## config.mk

```make
export PLATFORM = sky130hd
export DESIGN_NAME = stopwatch_counter
export DESIGN_NICKNAME = d
export VERILOG_FILES = /design/src/rtl/stopwatch_pkg.sv /design/src/rtl/stopwatch_counter_tick_sync.sv /design/src/rtl/stopwatch_counter.sv
export SDC_FILE = /design/constraint.sdc
export NUM_CORES = 1
export LEC_CHECK = 0
export BUFFER_PORTS_ARGS = -buffer_cell sky130_fd_sc_hd__clkbuf_2
export CORE_MARGIN = 2
export CORE_UTILIZATION = 50
export CTS_CLUSTER_SIZE = 25
export DETAILED_ROUTE_END_ITERATION = 8
export HOLD_SLACK_MARGIN = 0.1
export PLACE_DENSITY_LB_ADDON = 0.1
export SYNTH_ARGS = -nofsm -noshare
export SYNTH_HDL_FRONTEND = slang
export SYNTH_HIERARCHICAL = 1
export SYNTH_SLANG_ARGS = --single-unit
```

## constraint.sdc

```tcl
create_clock -name clk -period 2.6 [get_ports clk]
set_clock_uncertainty 0.2 [all_clocks]
set_input_delay 0.39 -clock clk [delete_from_list [all_inputs] [get_ports clk]]
set_output_delay 0.39 -clock clk [all_outputs]
set_load 0.01 [all_outputs]
```

## src/rtl/stopwatch_pkg.sv

```systemverilog
// Shared definitions for the stopwatch counter slice: FSM state encoding,
// BCD digit width and per-digit rollover limits, and the packed M:SS.t
// time record used for both the live count and the lap snapshot.
package stopwatch_pkg;

  localparam int unsigned DIGIT_W = 4;

  typedef enum logic [1:0] {
    IDLE  = 2'b00,
    RUN   = 2'b01,
    PAUSE = 2'b10
  } sw_state_e;

  localparam logic [DIGIT_W-1:0] TENTHS_MAX = 4'd9;
  localparam logic [DIGIT_W-1:0] SEC_LO_MAX = 4'd9;
  localparam logic [DIGIT_W-1:0] SEC_HI_MAX = 4'd5;
  localparam logic [DIGIT_W-1:0] MIN_MAX    = 4'd9;

  typedef struct packed {
    logic [DIGIT_W-1:0] min;
    logic [DIGIT_W-1:0] sec_hi;
    logic [DIGIT_W-1:0] sec_lo;
    logic [DIGIT_W-1:0] tenths;
  } bcd_time_t;

endpackage

```

## src/rtl/stopwatch_counter_tick_sync.sv

```systemverilog
// tick_sync: brings an asynchronous level into the clk domain through a
// SYNC_STAGES-deep flop chain, then turns its edges into a one-cycle tick.
// Ports:
//   clk      - system clock
//   rst_n    - asynchronous active-low reset
//   async_in - asynchronous level input
//   tick_out - one-cycle pulse per rising edge (or per edge when
//              TICK_RISE_ONLY = 0)
module tick_sync #(
  parameter int unsigned SYNC_STAGES    = 2,
  parameter bit          TICK_RISE_ONLY = 1'b1
) (
  input  logic clk,
  input  logic rst_n,
  input  logic async_in,
  output logic tick_out
);

  logic [SYNC_STAGES-1:0] sync_q;
  logic                   hist_q;

  always_ff @(posedge clk or negedge rst_n) begin
    if (!rst_n) begin
      sync_q <= '0;
      hist_q <= 1'b0;
    end else begin
      sync_q <= {sync_q[SYNC_STAGES-2:0], async_in};
      hist_q <= sync_q[SYNC_STAGES-1];
    end
  end

  assign tick_out = TICK_RISE_ONLY ? (sync_q[SYNC_STAGES-1] & ~hist_q)
                                   : (sync_q[SYNC_STAGES-1] ^ hist_q);

endmodule

```

## src/rtl/stopwatch_counter.sv

```systemverilog
// stopwatch_counter: counts 100 ms ticks as BCD M:SS.t under start/stop,
// clear and lap control, and drives the display-digit inputs of the scanner.
// Ports:
//   clk, rst_n               - system clock, asynchronous active-low reset
//   tick_clk_in              - divided 100 ms square wave (asynchronous)
//   start_stop, clear, lap   - single-cycle control pulses
//   running, frozen, wrap    - status (wrap is a one-cycle rollover pulse)
//   d_tenths .. d_min        - displayed digits (snapshot while frozen)
module stopwatch_counter
  import stopwatch_pkg::*;
#(
  parameter int unsigned SYNC_STAGES    = 2,
  parameter bit          TICK_RISE_ONLY = 1'b1
) (
  input  logic               clk,
  input  logic               rst_n,
  input  logic               tick_clk_in,
  input  logic               start_stop,
  input  logic               clear,
  input  logic               lap,
  output logic               running,
  output logic               frozen,
  output logic               wrap,
  output logic [DIGIT_W-1:0] d_tenths,
  output logic [DIGIT_W-1:0] d_sec_lo,
  output logic [DIGIT_W-1:0] d_sec_hi,
  output logic [DIGIT_W-1:0] d_min
);

  logic tick;

  tick_sync #(
    .SYNC_STAGES   (SYNC_STAGES),
    .TICK_RISE_ONLY(TICK_RISE_ONLY)
  ) u_tick_sync (
    .clk     (clk),
    .rst_n   (rst_n),
    .async_in(tick_clk_in),
    .tick_out(tick)
  );

  sw_state_e state_q, state_d;
  bcd_time_t cnt_q, cnt_d;
  bcd_time_t snap_q, snap_d;
  bcd_time_t disp_q, disp_d;
  logic      frozen_q, frozen_d;
  logic      wrap_q, wrap_d;
  logic      running_q, running_d;

  always_comb begin
    state_d  = state_q;
    cnt_d    = cnt_q;
    snap_d   = snap_q;
    frozen_d = frozen_q;
    wrap_d   = 1'b0;

    if (clear) begin
      state_d  = IDLE;
      cnt_d    = '0;
      snap_d   = '0;
      frozen_d = 1'b0;
    end else begin
      // The tick is judged against the current state, so a RUN tick that
      // coincides with start_stop still counts before the move to PAUSE.
      if (state_q == RUN && tick) begin
        if (cnt_q.tenths != TENTHS_MAX) begin
          cnt_d.tenths = cnt_q.tenths + 4'd1;
        end else begin
          cnt_d.tenths = '0;
          if (cnt_q.sec_lo != SEC_LO_MAX) begin
            cnt_d.sec_lo = cnt_q.sec_lo + 4'd1;
          end else begin
            cnt_d.sec_lo = '0;
            if (cnt_q.sec_hi != SEC_HI_MAX) begin
              cnt_d.sec_hi = cnt_q.sec_hi + 4'd1;
            end else begin
              cnt_d.sec_hi = '0;
              if (cnt_q.min != MIN_MAX) begin
                cnt_d.min = cnt_q.min + 4'd1;
              end else begin
                cnt_d.min = '0;
                wrap_d    = 1'b1;
              end
            end
          end
        end
      end

      if (start_stop) begin
        case (state_q)
          IDLE:    state_d = RUN;
          RUN:     state_d = PAUSE;
          PAUSE:   state_d = RUN;
          default: state_d = IDLE;
        endcase
      end else if (lap && state_q == RUN) begin
        if (frozen_q) begin
          frozen_d = 1'b0;
        end else begin
          // Snapshot takes the pre-increment count.
          snap_d   = cnt_q;
          frozen_d = 1'b1;
        end
      end
    end

    running_d = (state_d == RUN);
    // Display is selected from next-state values so it updates on the
    // same edge as the count it shows.
    disp_d    = frozen_d ? snap_d : cnt_d;
  end

  always_ff @(posedge clk or negedge rst_n) begin
    if (!rst_n) begin
      state_q   <= IDLE;
      cnt_q     <= '0;
      snap_q    <= '0;
      disp_q    <= '0;
      frozen_q  <= 1'b0;
      wrap_q    <= 1'b0;
      running_q <= 1'b0;
    end else begin
      state_q   <= state_d;
      cnt_q     <= cnt_d;
      snap_q    <= snap_d;
      disp_q    <= disp_d;
      frozen_q  <= frozen_d;
      wrap_q    <= wrap_d;
      running_q <= running_d;
    end
  end

  assign running  = running_q;
  assign frozen   = frozen_q;
  assign wrap     = wrap_q;
  assign d_tenths = disp_q.tenths;
  assign d_sec_lo = disp_q.sec_lo;
  assign d_sec_hi = disp_q.sec_hi;
  assign d_min    = disp_q.min;

endmodule

```

# Yosys cells after proc, flatten, opt, wreduce, memory -nomap -nowiden
# Cells that the tools add are included.
[op_classes]
n_lt_le_gt_ge = 0
n_mul = 0
n_addsub = 4
div = 0
n_reduce_logical = 4
eq_ne = 7
mux = 27
n_bitwise = 2
shifts = 0
[ops]
columns = ["cell", "count"]
rows = [
  ["$mux W16", 7],
  ["$mux W4", 5],
  ["$add A4 B1 Y4 const B", 4],
  ["$mux W12", 1],
  ["$ne A4 B4 Y1 const B", 3],
  ["$mux W1", 10],
  ["$mux W8", 1],
  ["$eq A2 B1 Y1 const B", 2],
  ["$mux W2", 2],
  ["$ne A4 B3 Y1 const B", 1],
  ["$pmux W2 S2", 1],
  ["$eq A2 B2 Y1 const B", 1],
  ["$logic_and A1 B1 Y1", 2],
  ["$logic_not A2 Y1", 1],
  ["$reduce_or A2 Y1", 1],
  ["$and A1 B1 Y1", 1],
  ["$not A1 Y1", 1],
]
[word_totals]
output_inout_bits = 19
mem_count = 0
register_bits = 56
word_cells = 62
rom_bits = 0
latchBits = 0
mem_bits_rw = 0

# Longest topological paths before layout
# Gate-level depths: netlist (run 1).
[depth]
depth_word = 8
mapped_depth = 7
depth_no_buf = 6

# By module
# Netlist (run 1), hierarchy kept.
[modules_own_cells]
columns = ["module", "seq_area_each_um2", "cells_per_inst", "area_per_inst_um2", "instances"]
rows = [
  ["stopwatch_counter", 1326.3, 259, 2590.0, 1],
  ["tick_sync", 75.1, 4, 88.8, 1],
]

# Least setup slack after synthesis (run 1)
# Ideal clock, no wire load.
[synth_path]
path_kind = "register -> register"
startpoint = "register cnt_q[2] in the netlist's numbering"
endpoint = "register disp_q, in the netlist d_min[0]"
arrival_time_ps = 2044
setup_time_ps = 125
stages_incl_launch_ff = 7
slack_ps = 231
synth_period_minus_slack_ps = 2369
cell_sequence = "dfrtp_1 buf_6 or3b_4 or4_4 buf_6 mux2_4 mux2_2"
[synth_rtl]
columns = ["element", "line", "source"]
rows = [
  ["start: declaration", "stopwatch_counter.sv:43", "bcd_time_t cnt_q, cnt_d;"],
  ["start signal: assignment", "stopwatch_counter.sv:124", "cnt_q <= cnt_d;"],
  ["end signal: assignment", "stopwatch_counter.sv:126", "disp_q <= disp_d;"],
  ["end: declaration", "stopwatch_counter.sv:45", "bcd_time_t disp_q, disp_d;"],
]

==> flow_summary.toml, run 1 <==
[outcome]
outcome = "finished, final reports clean"

[timing]
grt_setup_unrepaired = "false"
tightest_slew_ns = 0.923
max_slew_vio_count = 0
finalHoldViolations = 0
period_share_pct = 91.5
max_clock_freq_mhz = 420
slew_headroom_pct = 38.0
finalSetupViolations = 0
totalNegativeSetupSlack_ns = 0
final.min_clock_period_ns = 2.38

[floorplan]
die-area_um2 = 5960
core_area_um2 = 5140
die_h_um = 77.2
die-width_um = 77.2
start_util_pct = 52.1
boundaryPins = 25
fp-row-count = 26

[cts]
cts_htree_levels = 2
post-cts-setup-buffer-count = 0
cts_tree = "yes"
tritoncts_num_sinks = 56
cts_made_buffers = 5
root_buffer = "sky130_fd_sc_hd__clkbuf_8"
cts-resized-gates = 0
clock_latency_ns = 0.30
cts_hold_repair.buffers = 2
clock_path_buffers = 2
clk_pin_slew_worst_paths_ns = 0.09

[critical_path]
arrival_ns = 2.37
critical_path_class = "register to register"
worst_path_dominant_cell_family = "simple AND/OR/NAND/NOR gates"
worst_path_buf_inv = 0
crit_path_max_fanout = 9
cp_slowest_stage_delay_ns = 0.55
timing.critical_path.cells = "or3b_4, or4_4, mux2_4, mux2_2"
cpMaxStageDelayCell = "sky130_fd_sc_hd__or4_4"
cp-start-kind = "register"
crit_end_element = "register"
worst-endpoint-required_ns = 2.60

[detailed_routing]
detail_route.wirelength_mm = 5.63
ant_nets = 0
drcViolationCount = 0
router_iterations_before_antenna_repair = 4
num_vias = 2019
vias_per_inst = 5.62
drt_iter0_drc = 68
drt-wirelength-per-cell_um = 15.7

[pwr]
p_comb_share_pct = 7.6
power.density_nw_per_um2 = 479
netSwitchingFraction_pct = 23.4
design_power_total_w = 0.00143
netSwitchingPower_w = 0.000335
ir_worst_vdd_mv = 0.358
internal_power_w = 0.00110
power.leakage_nw = 1.35
clock_power_share_pct = 30.8
sequentialPowerShare_pct = 61.6

[yosys]
post-synth-top-area-fraction_pct = 52.3
post_synthesis_async_set_or_reset_flop_share_pct = 100
synth_sequential_area_ratio_pct = 52.3
synth_cells = 263
synth.top_cells.by_area = "sky130_fd_sc_hd__dfrtp_1, sky130_fd_sc_hd__a21oi_1, sky130_fd_sc_hd__mux2_2"
yosysWarnings = 6
syn_nets = 273
synth_top_cell_by_area = "sky130_fd_sc_hd__dfrtp_1"
post_synth_num_cell_types = 43
ys_seq_elements = 56
synth_ff_type = "sky130_fd_sc_hd__dfrtp_1"
syn_area_per_cell_um2 = 10.2
synth-edff-count = 0
synthesis.area_um2 = 2680

[placement]
io_buffer_count = 24
postPlaceCellArea_um2 = 2900
post-dp-hpwl_mm = 3.91
place.gp.congestion = 0.770

[cells_and_area]
layout.nets = 299
filler_cell_count = 487
post_route_cells_drive_above_1_share_pct = 21.1
final_common_cell = "sky130_fd_sc_hd__dfrtp_1"
number_of_diodes = 0
final_design_area_no_fill_um2 = 2990
areaGrowthSynthToFinish_pct = 11.8
highest_count_cells_in_the_layout_ignoring_fill_and_taps = "sky130_fd_sc_hd__dfrtp_1, sky130_fd_sc_hd__a21oi_1, sky130_fd_sc_hd__clkbuf_2"

[global_route]
grt_max_degree = 31
number_of_global_route_vias_before_repair = 1919
grt_overflow_total = 0
grt_util_all_layers_pct = 20.1
initial_antenna_violation_count = 0
grt_pass1_wl_mm = 9.39

[job]
drv_cap = 0

[worst_hold_path]
hp-class = "register to register"
==> state kept, by name (all words and copies together) (netlist names) <==
name	cells
wrap	1
frozen	1
running	1
d_sec_hi	4
d_tenths	4
u_tick_sync/hist_q	1
snap_q	16
state_q	2
cnt_q	16
u_tick_sync/sync_q	2
d_sec_lo	4
d_min	4
==> synthesized netlist by cell type (4+ instances only) <==
master	n
sky130_fd_sc_hd__nor3_1	4
sky130_fd_sc_hd__nand4b_1	4
sky130_fd_sc_hd__and3_1	5
sky130_fd_sc_hd__clkbuf_1	16
sky130_fd_sc_hd__o22ai_1	5
sky130_fd_sc_hd__nor2_1	17
sky130_fd_sc_hd__o21ai_0	16
sky130_fd_sc_hd__nor4_1	4
sky130_fd_sc_hd__ha_1	4
sky130_fd_sc_hd__mux2i_1	4
sky130_fd_sc_hd__dfrtp_1	56
sky130_fd_sc_hd__mux2_2	11
sky130_fd_sc_hd__inv_1	6
sky130_fd_sc_hd__a21oi_1	28
sky130_fd_sc_hd__nand3_1	15
sky130_fd_sc_hd__nand3b_1	4
sky130_fd_sc_hd__nand2_1	18
sky130_fd_sc_hd__nor2b_1	6
==> final cells by class <==
cell class	instances	area [um2]	share of cell area, %
Timing Repair Buffer	40	245	8.19
Inverter	6	22.5	0.752
Sequential cell	56	1400	46.8
Clock buffer	6	72.6	2.42
Tap cell	70	87.6	2.93
Multi-Input combinational cell	180	1160	38.7
Clock inverter	1	5.00	0.167
==> through the flow <==
| stage | setup slack (ns) | hold WS (ns) | util [%] | cells |
|---|---|---|---|---|
| global route | 0.132 | 0.178 | 58.3 | 359 |
| floorplan | 0.231 | -0.106 | - | 263 |
| finish | 0.220 | 0.154 | 58.3 | 359 |
| detailed placement | 0.213 | 0.135 | 56.4 | 350 |
| global placement | 0.245 | 0.133 | 56.4 | 350 |
| CTS | 0.222 | 0.155 | 58.3 | 359 |
==> worst paths after layout <==
| path | slack [ns] | start | to | cells past startpoint |
|---|---|---|---|---|
| min in group asynchronous | 0.43 | rst_n | cnt_q[15]$_DFF_PN0_ | 2 |
| worst min-delay path | 0.15 | u_tick_sync/sync_q[0]$_DFF_PN0_ | u_tick_sync/sync_q[1]$_DFF_PN0_ | 0 |
| worst max register to register | 0.22 | cnt_q[2]$_DFF_PN0_ | d_min[0]$_DFF_PN0_ | 4 |
| worst min register to register | 0.15 | u_tick_sync/sync_q[0]$_DFF_PN0_ | u_tick_sync/sync_q[1]$_DFF_PN0_ | 0 |
| max in group asynchronous | 1.09 | rst_n | d_sec_lo[3]$_DFF_PN0_ | 3 |
| worst max-delay path | 0.22 | cnt_q[2]$_DFF_PN0_ | d_min[0]$_DFF_PN0_ | 4 |
==> power groups by stage <==
stage | Combinational, W | Sequential (W) | Clock (W)
4_1_cts | 0.000110 | 0.000884 | 0.000456
5_1_grt | 0.000120 | 0.000885 | 0.000495
2_1_floorplan | 0.0000525 | 0.000902 | 0
3_3_place_gp | 0.000107 | 0.000901 | 0
3_5_place_dp | 0.000107 | 0.000901 | 0
6_report | 0.000109 | 0.000884 | 0.000442
==> metal layers <==
layer | vias up | track usage (%) | routed length [um]
met5 | - | 0 | 0
met4 | 0 | 9.82 | 119
met3 | 11 | 4.35 | 193
met2 | 34 | 30.3 | 2550
met1 | 990 | 27.7 | 2770
li1 | 984 | - | -
==> kinds of logic after synthesis <==
logic type	count (synthesis)	share of synthesized area [%]
compound gates	57	11.8
xor+xnor	4	1.31
fa+ha+maj	4	1.87
buf+inv	27	4.39
flops	56	52.3
mux	16	6.68
simple gates	99	21.6
Power figures use the tool's default switching activity.
==> run 2: changes to the inputs <==
--- a/config.mk
+++ b/config.mk
@@ -13,4 +13,5 @@
 export HOLD_SLACK_MARGIN = 0.1
 export PLACE_DENSITY_LB_ADDON = 0.1
+export REMOVE_ABC_BUFFERS = 1
 export SYNTH_ARGS = -nofsm -noshare
 export SYNTH_HDL_FRONTEND = slang
==> constraint.sdc (replaced) <==
create_clock -name clk -period 2.6 [get_ports clk]
set_clock_uncertainty 0.2 [all_clocks]
set_input_delay 0.26 -clock clk [delete_from_list [all_inputs] [get_ports clk]]
set_output_delay 0.26 -clock clk [all_outputs]
set_load 0.01 [all_outputs]
==> run 2 against run 1 <==
Sequential cell count is the same. Register-to-register slack is essentially flat. Core utilization grew 0.61 points. Die area is the same. Largest cell class unchanged. Largest power group unchanged.
==> flow_summary.toml, run 2 (synthesis results as in run 1) <==
[outcome]
outcome = "finished, final reports clean"

[cts]
cts_htree_levels = 2
clk_pin_slew_worst_paths_ns = 0.10
cts_tree = "yes"
cts-resized-gates = 0
clock_latency_ns = 0.31
tritoncts_num_sinks = 56
cts_hold_repair.buffers = 3
cts_made_buffers = 5
post-cts-setup-buffer-count = 0
root_buffer = "sky130_fd_sc_hd__clkbuf_8"
clock_path_buffers = 2

[placement]
place.gp.congestion = 0.762
postPlaceCellArea_um2 = 2900
io_buffer_count = 24
post-dp-hpwl_mm = 3.86
post-place-ws_ns = 0.238

[detailed_routing]
router_iterations_before_antenna_repair = 5
drt_iter0_drc = 100
ant_nets = 0
drcViolationCount = 0
vias_per_inst = 5.61
detail_route.wirelength_mm = 5.70
drt-wirelength-per-cell_um = 16.0
num_vias = 2003

[timing]
post-route-worst-setup-slack_ns = 0.212
slew_headroom_pct = 51.8
grt_setup_unrepaired = "false"
final.min_clock_period_ns = 2.39
max_clock_freq_mhz = 419
period_share_pct = 91.8
totalNegativeSetupSlack_ns = 0
tightest_slew_ns = 0.722
finalSetupViolations = 0
max_slew_vio_count = 0
finalHoldViolations = 0

[pwr]
ir_worst_vdd_mv = 0.383
netSwitchingPower_w = 0.000345
design_power_total_w = 0.00150
internal_power_w = 0.00116
netSwitchingFraction_pct = 23.0
power.density_nw_per_um2 = 496
power.leakage_nw = 1.35
sequentialPowerShare_pct = 59.1
p_comb_share_pct = 7.2
clock_power_share_pct = 33.8

[floorplan]
die_h_um = 77.2
core_area_um2 = 5140
die-area_um2 = 5960
die-width_um = 77.2
boundaryPins = 25
start_util_pct = 52.1
fp-row-count = 26

[critical_path]
crit_path_max_fanout = 9
critical_path_class = "register to register"
worst-endpoint-required_ns = 2.59
arrival_ns = 2.38
cp-start-kind = "register"
crit_end_element = "register"

[worst_hold_path]
hp-class = "register to register"

[cells_and_area]
final_design_area_no_fill_um2 = 3030
number_of_diodes = 0
final-seq-area_um2 = 1400
reg.largest.list = "cnt_q x16, snap_q x16"
highest_count_cells_in_the_layout_ignoring_fill_and_taps = "sky130_fd_sc_hd__dfrtp_1, sky130_fd_sc_hd__a21oi_1, sky130_fd_sc_hd__clkbuf_2"
multi_input_area_um2 = 1160
layout.nets = 297
finalCoreUtilization_pct = 58.9
post_route_cells_drive_above_1_share_pct = 20.6
final_common_cell = "sky130_fd_sc_hd__dfrtp_1"
areaGrowthSynthToFinish_pct = 12.9
filler_cell_count = 477

[global_route]
number_of_global_route_vias_before_repair = 2022
initial_antenna_violation_count = 0
grt_max_degree = 37
grt_util_all_layers_pct = 20.9
grt_pass1_wl_mm = 9.86
grt_overflow_total = 0

[job]
drv_cap = 0
-- run 2: cell count changes in the layout (fill, tap and decap cells not counted), sizes merged --
cell	delta
buf	-3
clkinv	-1
clkbuf	+1
dlygate4sd3	+1
-- run 2: cell type report --
cell class	count	area share [%]
Multi-Input combinational cell	180	38.3
Clock buffer	7	3.18
Inverter	6	0.744
Timing Repair Buffer	38	8.52
Tap cell	70	2.89
Sequential cell	56	46.3
-- run 2: through the flow --
step	hold slack, ns	cells
final	0.156	357
after global routing	0.180	357
after CTS	0.160	357
after detailed placement	0.125	347
after global placement	0.130	347
after floorplan	-0.236	242
-- run 2: path summary, 6_finish.rpt --
kind,slack [ns],end,start,depth (start not counted)
worst max-delay path,0.21,d_min[0]$_DFF_PN0_,cnt_q[2]$_DFF_PN0_,4
worst min-delay path,0.16,u_tick_sync/sync_q[1]$_DFF_PN0_,u_tick_sync/sync_q[0]$_DFF_PN0_,0
worst min register to register,0.16,u_tick_sync/sync_q[1]$_DFF_PN0_,u_tick_sync/sync_q[0]$_DFF_PN0_,0
max in group asynchronous,1.30,snap_q[7]$_DFF_PN0_,rst_n,3
min in group asynchronous,0.31,d_tenths[1]$_DFF_PN0_,rst_n,2
worst max register to register,0.21,d_min[0]$_DFF_PN0_,cnt_q[2]$_DFF_PN0_,4
-- run 2: power by group through the flow --
stage	combinational (W)	sequential, W	clock (W)
2_1_floorplan	0.0000350	0.000906	0
6_report	0.000108	0.000886	0.000506
3_5_place_dp	0.000106	0.000903	0
5_1_grt	0.000120	0.000888	0.000564
3_3_place_gp	0.000106	0.000903	0
4_1_cts	0.000109	0.000886	0.000527
-- run 2: per-layer routing --
layer	vias to the layer above	part of all wire, %	global-route usage [%]
met5	-	0	0
met4	0	1.1	6.61
met3	7	3.5	3.53
met2	43	47	33.0
met1	974	48	29.5
li1	979	-	-
-- run 2: worst max-delay path, cell delays in order (launching register included) --
cell and delay, ns:
sky130_fd_sc_hd__dfrtp_1 0.47, sky130_fd_sc_hd__or3b_4 0.46, sky130_fd_sc_hd__or4_4 0.56, sky130_fd_sc_hd__mux2_4 0.33, sky130_fd_sc_hd__mux2_2 0.26
